**config.mk**
```make
export PLATFORM = sky130hd
export DESIGN_NAME = interval_pulse_gen_flat
export DESIGN_NICKNAME = d
export VERILOG_FILES = /design/src/rtl/interval_pulse_gen_pkg.sv /design/src/rtl/interval_pulse_gen_if.sv /design/src/rtl/loadable_down_counter.sv /design/src/rtl/interval_pulse_gen.sv /design/src/flat_wrapper.sv
export SDC_FILE = /design/constraint.sdc
export NUM_CORES = 1
export LEC_CHECK = 0
export ABC_CLOCK_PERIOD_IN_PS = 4400
export CAP_MARGIN = 30
export CORE_UTILIZATION = 30
export DETAILED_ROUTE_END_ITERATION = 8
export PLACE_DENSITY = 0.52
export SYNTH_ARGS = -nofsm -noshare
export SYNTH_HDL_FRONTEND = slang
export SYNTH_HIERARCHICAL = 1
export SYNTH_SLANG_ARGS = --single-unit
```
**constraint.sdc**
```tcl
create_clock -name clock -period 4.4 [get_ports clock]
set_clock_uncertainty 0.15 [all_clocks]
set_input_delay 1.1 -clock clock [delete_from_list [all_inputs] [get_ports clock]]
set_output_delay 1.1 -clock clock [all_outputs]
set_load 0.01 [all_outputs]
```
**src/rtl/interval_pulse_gen_pkg.sv**
```systemverilog
// -----------------------------------------------------------------------------
// interval_pulse_gen_pkg
// Shared definitions for the interval pulse generator and the start/stop
// cycle counter bench that it drives.
//   - BIT_SZ_DEFAULT : default width of the programmed interval
//   - ST_*           : 2-bit sequencer state encodings
//   - pulse_t        : bundle of the registered handshake outputs
// -----------------------------------------------------------------------------
package interval_pulse_gen_pkg;

   localparam int BIT_SZ_DEFAULT = 16;
   localparam int STATE_W        = 2;

   localparam logic [STATE_W-1:0] ST_IDLE   = 2'b00;
   localparam logic [STATE_W-1:0] ST_WAIT   = 2'b01;
   localparam logic [STATE_W-1:0] ST_FINISH = 2'b10;

   typedef struct packed {
      logic start;
      logic stop;
      logic busy;
      logic done;
      logic aborted;
   } pulse_t;

   localparam pulse_t PULSE_CLEAR = '{
      start:   1'b0,
      stop:    1'b0,
      busy:    1'b0,
      done:    1'b0,
      aborted: 1'b0
   };

endpackage : interval_pulse_gen_pkg

```
**src/rtl/interval_pulse_gen_if.sv**
```systemverilog
// -----------------------------------------------------------------------------
// interval_pulse_gen_if
// Request/response bundle between a sequencing master (lab controller or
// bench) and the interval pulse generator.
//   go, abort, interval          : master -> generator
//   start, stop, busy, done,
//   aborted                      : generator -> master / counter
// -----------------------------------------------------------------------------
interface interval_pulse_gen_if
   import interval_pulse_gen_pkg::*;
#(
   parameter int BIT_SZ = BIT_SZ_DEFAULT
);

   logic              go;
   logic              abort;
   logic [BIT_SZ-1:0] interval;
   logic              start;
   logic              stop;
   logic              busy;
   logic              done;
   logic              aborted;

   modport master (
      output go,
      output abort,
      output interval,
      input  start,
      input  stop,
      input  busy,
      input  done,
      input  aborted
   );

   modport slave (
      input  go,
      input  abort,
      input  interval,
      output start,
      output stop,
      output busy,
      output done,
      output aborted
   );

endinterface : interval_pulse_gen_if

```
**src/rtl/loadable_down_counter.sv**
```systemverilog
// -----------------------------------------------------------------------------
// loadable_down_counter
// Down-counter holding the cycles still to wait before stop. It saturates at
// zero, so the longest interval never wraps.
//   clock      : rising-edge clock
//   reset_n    : synchronous active-low reset (count -> 0)
//   load       : capture load_value (has priority over enable)
//   enable     : decrement by one when non-zero
//   load_value : value captured on load
//   zero       : registered flag, high while the count is zero
// -----------------------------------------------------------------------------
module loadable_down_counter
   import interval_pulse_gen_pkg::*;
#(
   parameter int BIT_SZ = BIT_SZ_DEFAULT
) (
   input  logic              clock,
   input  logic              reset_n,
   input  logic              load,
   input  logic              enable,
   input  logic [BIT_SZ-1:0] load_value,
   output logic              zero
);

   localparam logic [BIT_SZ-1:0] CNT_ZERO = {BIT_SZ{1'b0}};
   localparam logic [BIT_SZ-1:0] CNT_ONE  = {{(BIT_SZ-1){1'b0}}, 1'b1};

   logic [BIT_SZ-1:0] count_q;
   logic [BIT_SZ-1:0] count_d;
   logic              zero_q;
   logic              zero_d;

   // Next count: load wins, otherwise saturating decrement.
   always_comb begin
      count_d = count_q;
      if (load) begin
         count_d = load_value;
      end else if (enable && (count_q != CNT_ZERO)) begin
         count_d = count_q - CNT_ONE;
      end else begin
         count_d = count_q;
      end
      // Flag follows the next value so it is valid the cycle after a load.
      zero_d = (count_d == CNT_ZERO);
   end

   // Count and zero-flag registers.
   always_ff @(posedge clock) begin
      if (!reset_n) begin
         count_q <= CNT_ZERO;
         zero_q  <= 1'b1;
      end else begin
         count_q <= count_d;
         zero_q  <= zero_d;
      end
   end

   assign zero = zero_q;

endmodule : loadable_down_counter

```
**src/rtl/interval_pulse_gen.sv**
```systemverilog
// -----------------------------------------------------------------------------
// interval_pulse_gen
// On an accepted go, emits a one-cycle start pulse and then a one-cycle stop
// pulse spaced so that a start/stop counter latches exactly the programmed
// interval. A done pulse closes every sequence; aborted reports that abort
// cut it short and stays set until the next accepted go.
//   clock        : rising-edge clock
//   reset_n      : synchronous active-low reset, beats every other input
//   bus.go       : start request, looked at only when idle
//   bus.abort    : early stop request, looked at only while waiting
//   bus.interval : cycle count to be read by the counter, captured with go
//   bus.start    : registered start pulse
//   bus.stop     : registered stop pulse
//   bus.busy     : high from accepted go until the sequence finishes
//   bus.done     : registered one-cycle completion pulse
//   bus.aborted  : sequence ended by abort
// -----------------------------------------------------------------------------
module interval_pulse_gen
   import interval_pulse_gen_pkg::*;
#(
   parameter int BIT_SZ = BIT_SZ_DEFAULT
) (
   input  logic               clock,
   input  logic               reset_n,
   interval_pulse_gen_if.slave bus
);

   logic [STATE_W-1:0] state_q;
   logic [STATE_W-1:0] state_d;
   pulse_t             pulse_q;
   pulse_t             pulse_d;
   logic               cnt_load_s;
   logic               cnt_en_s;
   logic               cnt_zero_s;

   // Remaining-cycle counter; loaded with the interval on accepted go.
   loadable_down_counter #(
      .BIT_SZ (BIT_SZ)
   ) u_remaining (
      .clock      (clock),
      .reset_n    (reset_n),
      .load       (cnt_load_s),
      .enable     (cnt_en_s),
      .load_value (bus.interval),
      .zero       (cnt_zero_s)
   );

   // Sequencer next-state and pulse logic.
   always_comb begin
      state_d    = state_q;
      pulse_d    = pulse_q;
      cnt_load_s = 1'b0;
      cnt_en_s   = 1'b0;
      case (state_q)
         ST_IDLE: begin
            pulse_d.start = 1'b0;
            pulse_d.stop  = 1'b0;
            pulse_d.busy  = 1'b0;
            pulse_d.done  = 1'b0;
            if (bus.go) begin
               cnt_load_s      = 1'b1;
               pulse_d.start   = 1'b1;
               pulse_d.busy    = 1'b1;
               pulse_d.aborted = 1'b0;
               state_d         = ST_WAIT;
            end else begin
               state_d = ST_IDLE;
            end
         end
         ST_WAIT: begin
            pulse_d.start = 1'b0;
            // Abort freezes the count; it takes effect even when zero is reached.
            if (bus.abort) begin
               pulse_d.stop    = 1'b1;
               pulse_d.aborted = 1'b1;
               state_d         = ST_FINISH;
            end else if (cnt_zero_s) begin
               pulse_d.stop = 1'b1;
               state_d      = ST_FINISH;
            end else begin
               cnt_en_s = 1'b1;
               state_d  = ST_WAIT;
            end
         end
         ST_FINISH: begin
            pulse_d.stop = 1'b0;
            pulse_d.busy = 1'b0;
            pulse_d.done = 1'b1;
            state_d      = ST_IDLE;
         end
         default: begin
            // Unreachable encoding: fall back to a clean idle.
            pulse_d = PULSE_CLEAR;
            state_d = ST_IDLE;
         end
      endcase
   end

   // State and output pulse registers.
   always_ff @(posedge clock) begin
      if (!reset_n) begin
         state_q <= ST_IDLE;
         pulse_q <= PULSE_CLEAR;
      end else begin
         state_q <= state_d;
         pulse_q <= pulse_d;
      end
   end

   assign bus.start   = pulse_q.start;
   assign bus.stop    = pulse_q.stop;
   assign bus.busy    = pulse_q.busy;
   assign bus.done    = pulse_q.done;
   assign bus.aborted = pulse_q.aborted;

endmodule : interval_pulse_gen

```
**src/flat_wrapper.sv**
```systemverilog
// flat-port wrapper written by rule: the top's interface ports become plain ports
module interval_pulse_gen_flat import interval_pulse_gen_pkg::*;
#(
   parameter int BIT_SZ = BIT_SZ_DEFAULT
)
  (clock, reset_n, bus_go, bus_abort, bus_interval, bus_start, bus_stop, bus_busy, bus_done, bus_aborted);
  interval_pulse_gen_if #(.BIT_SZ(BIT_SZ)) bus_i ();
  input  logic clock;
  input  logic reset_n;
  input wire logic [$bits(bus_i.go)-1:0] bus_go;
  input wire logic [$bits(bus_i.abort)-1:0] bus_abort;
  input wire logic [$bits(bus_i.interval)-1:0] bus_interval;
  output wire logic [$bits(bus_i.start)-1:0] bus_start;
  output wire logic [$bits(bus_i.stop)-1:0] bus_stop;
  output wire logic [$bits(bus_i.busy)-1:0] bus_busy;
  output wire logic [$bits(bus_i.done)-1:0] bus_done;
  output wire logic [$bits(bus_i.aborted)-1:0] bus_aborted;
  assign bus_i.go = bus_go;
  assign bus_i.abort = bus_abort;
  assign bus_i.interval = bus_interval;
  assign bus_start = bus_i.start;
  assign bus_stop = bus_i.stop;
  assign bus_busy = bus_i.busy;
  assign bus_done = bus_i.done;
  assign bus_aborted = bus_i.aborted;
  interval_pulse_gen #(.BIT_SZ(BIT_SZ)) u_core (.clock(clock), .reset_n(reset_n), .bus(bus_i));
endmodule
```
==> out/qor.yml <==
portBuffers: 24
dieArea_mm2: 0.004888
cts_setup_buffers: 0
firstDrtPassIters: 4
setup_viol: 0
reg2reg_setup_slack_ps: 1030
period_minus_slack_ps: 4074
antenna_cells: 0
synth_adder_area_share_pct: 1.808
core_mm2: 0.004384
seq_area_frac_synth_pct: 34.72
finalSetupTns_ps: 0
synth_area_leaders: "dfxtp_1, and2_1, nand2_1"
rsz0062_at_grt: "false"
drtIter0Drc: 31
power.leakage_nw: 0.6346
rows: 24
synth_edf_count: 0
period_share_pct: 92.59
synth_compound_area_share_pct: 17.72
worst_pin_slew_ps: 450.7
syn_area_mm2: 0.001384
rr_worst_depth: 9
synth_xor_area_share_pct: 5.063
syn_nets: 181
crit_path_start_kind: "input port"
ant_nets: 0
fillCellCount: 439
clk_latency_ps: 260
dieWidth_um: 69.92
synth_area_per_cell_um2: 8.703
slew_viol_final: 0
ys.warnings.count: 6
synthToLayoutAreaGrowth_pct: 27.94
synth_flop_cell: "dfxtp_1"
grt_remaining_overflow: 0
start_util_pct: 31.56
gp_congestion: 0.9017
fin_area_mm2: 0.001770
dpl_cell_area_mm2: 0.001715
routed_wl_mm: 3.213
synth_seq_cells: 24
synth_cell_types: 51
yosysTopAreaCell: "dfxtp_1"
grtUsageTotal_pct: 14.04
drt-wirelength-per-cell_um: 13.44
drive_gt1_share_pct: 12.30
synth_top_family_by_area: "simple AND/OR/NAND/NOR gates"
syn-instance-count: 159
worstSetupPathType: "input port to flop"
grt_pass1_wl_mm: 5.533
crit_required_ps: 4430
die_h_um: 69.92
relSlewSlack_pct: 69.82
power_density_mw_per_mm2: 302.3
crit_arrival_ps: 4110
hold_slack_ps: 324.8
ios: 25
synthArstFlopShare_pct: 0
cap_violations: 0
hold_viol_final: 0
cts_hold_buf: 0
final_nets: 210
cp-end-kind: "flop"
dp_hpwl_mm: 2.503
cts.sinks: 24
root_buffer: "clkbuf_8"
worstHoldPathCells: 2
synthSimpleGateAreaFrac_pct: 34.36
clk_pin_slew_ps: 80
status: "finished, final reports clean"
h-tree-depth: 1
cts-buffers-inserted: 3
first_global_vias: 1205
yosys.area.top_type_share_pct: 34.72
synthMuxAreaShare_pct: 2.170
via_per_inst: 5.209
hold_path_class: "flop to flop"
cts_resized: 0
cts_tree: "built"
ir_drop_mv: 0.1523
antenna_found_initial: 0
max_freq_mhz: 245.5
grt_max_degree: 20
vias: 1245
utilization_pct: 40.38
drc_errors: 0
clk_path_buf_depth: 2
critPathMaxFanout: 7
## cells by family after synthesis
| kind of cell | after synthesis |
|---|---|
| multiplexers | 3 |
| AND/OR/NAND/NOR | 75 |
| buffers and inverters | 13 |
| XOR/XNOR | 8 |
| AO/OA/AOI/OAI | 34 |
| adder cells (fa/ha/maj) | 2 |
| flip-flops | 24 |
## layout by cell type (no fill, tap or decap), types with 4 or more instances in the layout
cell type         n
nand2b_1          5
nor3_1            5
and2_1           10
buf_4             8
or4_1             4
clkdlybuf4s50_1  24
inv_1             5
dfxtp_1          24
nor2_1            7
xnor2_1           5
clkbuf_8          4
a21oi_1           8
o21ai_0           7
nand2_1          14
## synthesized netlist by cell type (all sizes together), types with 3 or more instances
cell,number
nor4,5
inv,5
nor2b,3
o211ai,3
buf,3
xor2,3
xnor2,5
nand3b,3
clkbuf,5
a21oi,8
and2,11
o21ai,7
nor3,5
nor4b,4
o31ai,4
or2,4
or4,4
dfxtp,24
nand2,14
nor2,7
nand2b,5
mux2i,3
## registers in the layout (all words and copies together), names as in the netlist
name                        cells
u_core/u_remaining/count_q     16
u_core/state_q                  2
u_core/bus.aborted              1
u_core/bus.busy                 1
u_core/bus.done                 1
u_core/bus.start                1
u_core/bus.stop                 1
u_core/u_remaining/zero         1
## layer usage
metal	routed length (um)	track usage, %
met2	1499	24.04
met3	129	3.608
met4	63	4.444
met5	0	0
met1	1520	17.15
## worst max-delay path, stage by stage
cell and delay [ps]:
clkdlybuf4s50_1 420, nor4b_1 320, buf_4 180, or4b_1 450, or2_1 310, nor4_1 280
xnor2_1 160, o21ai_0 90, or4_1 550, o31ai_2 230
## worst paths after layout
check                                               end              start
worst max-delay path            u_core/u_remaining/zero          bus_abort
worst min-delay path                    u_core/bus.busy    u_core/bus.busy
worst max register to register  u_core/u_remaining/zero  u_core/state_q[0]
worst min register to register          u_core/bus.busy    u_core/bus.busy
## metrics by stage
step	setup WS [ps]	std cells	total power, mW
final	326.1	239	0.5352
after global routing	162.7	239	0.5661
after CTS	311.0	239	0.5410
after detailed placement	61.94	235	0.3888
after global placement	141.2	235	0.3882
after floorplan	602.5	159	0.3388
## area by class of cell
| cell class | count | area, um2 | share of cell area, % |
|---|---|---|---|
| clock buffer | 4 | 55.05 | 3.110 |
| timing repair buffer | 32 | 300.3 | 16.96 |
| inverter | 5 | 18.77 | 1.060 |
| sequential | 24 | 480.5 | 27.14 |
| tap | 52 | 65.06 | 3.675 |
| multi-input combinational | 122 | 850.8 | 48.06 |
## where the power goes
part           switching (mW)  internal, mW
logic                  0.0619        0.0687
clock network          0.0712        0.0799
registers              0.0207         0.233
total                   0.154         0.381
Note: power is estimated with default switching activity, not from simulation.
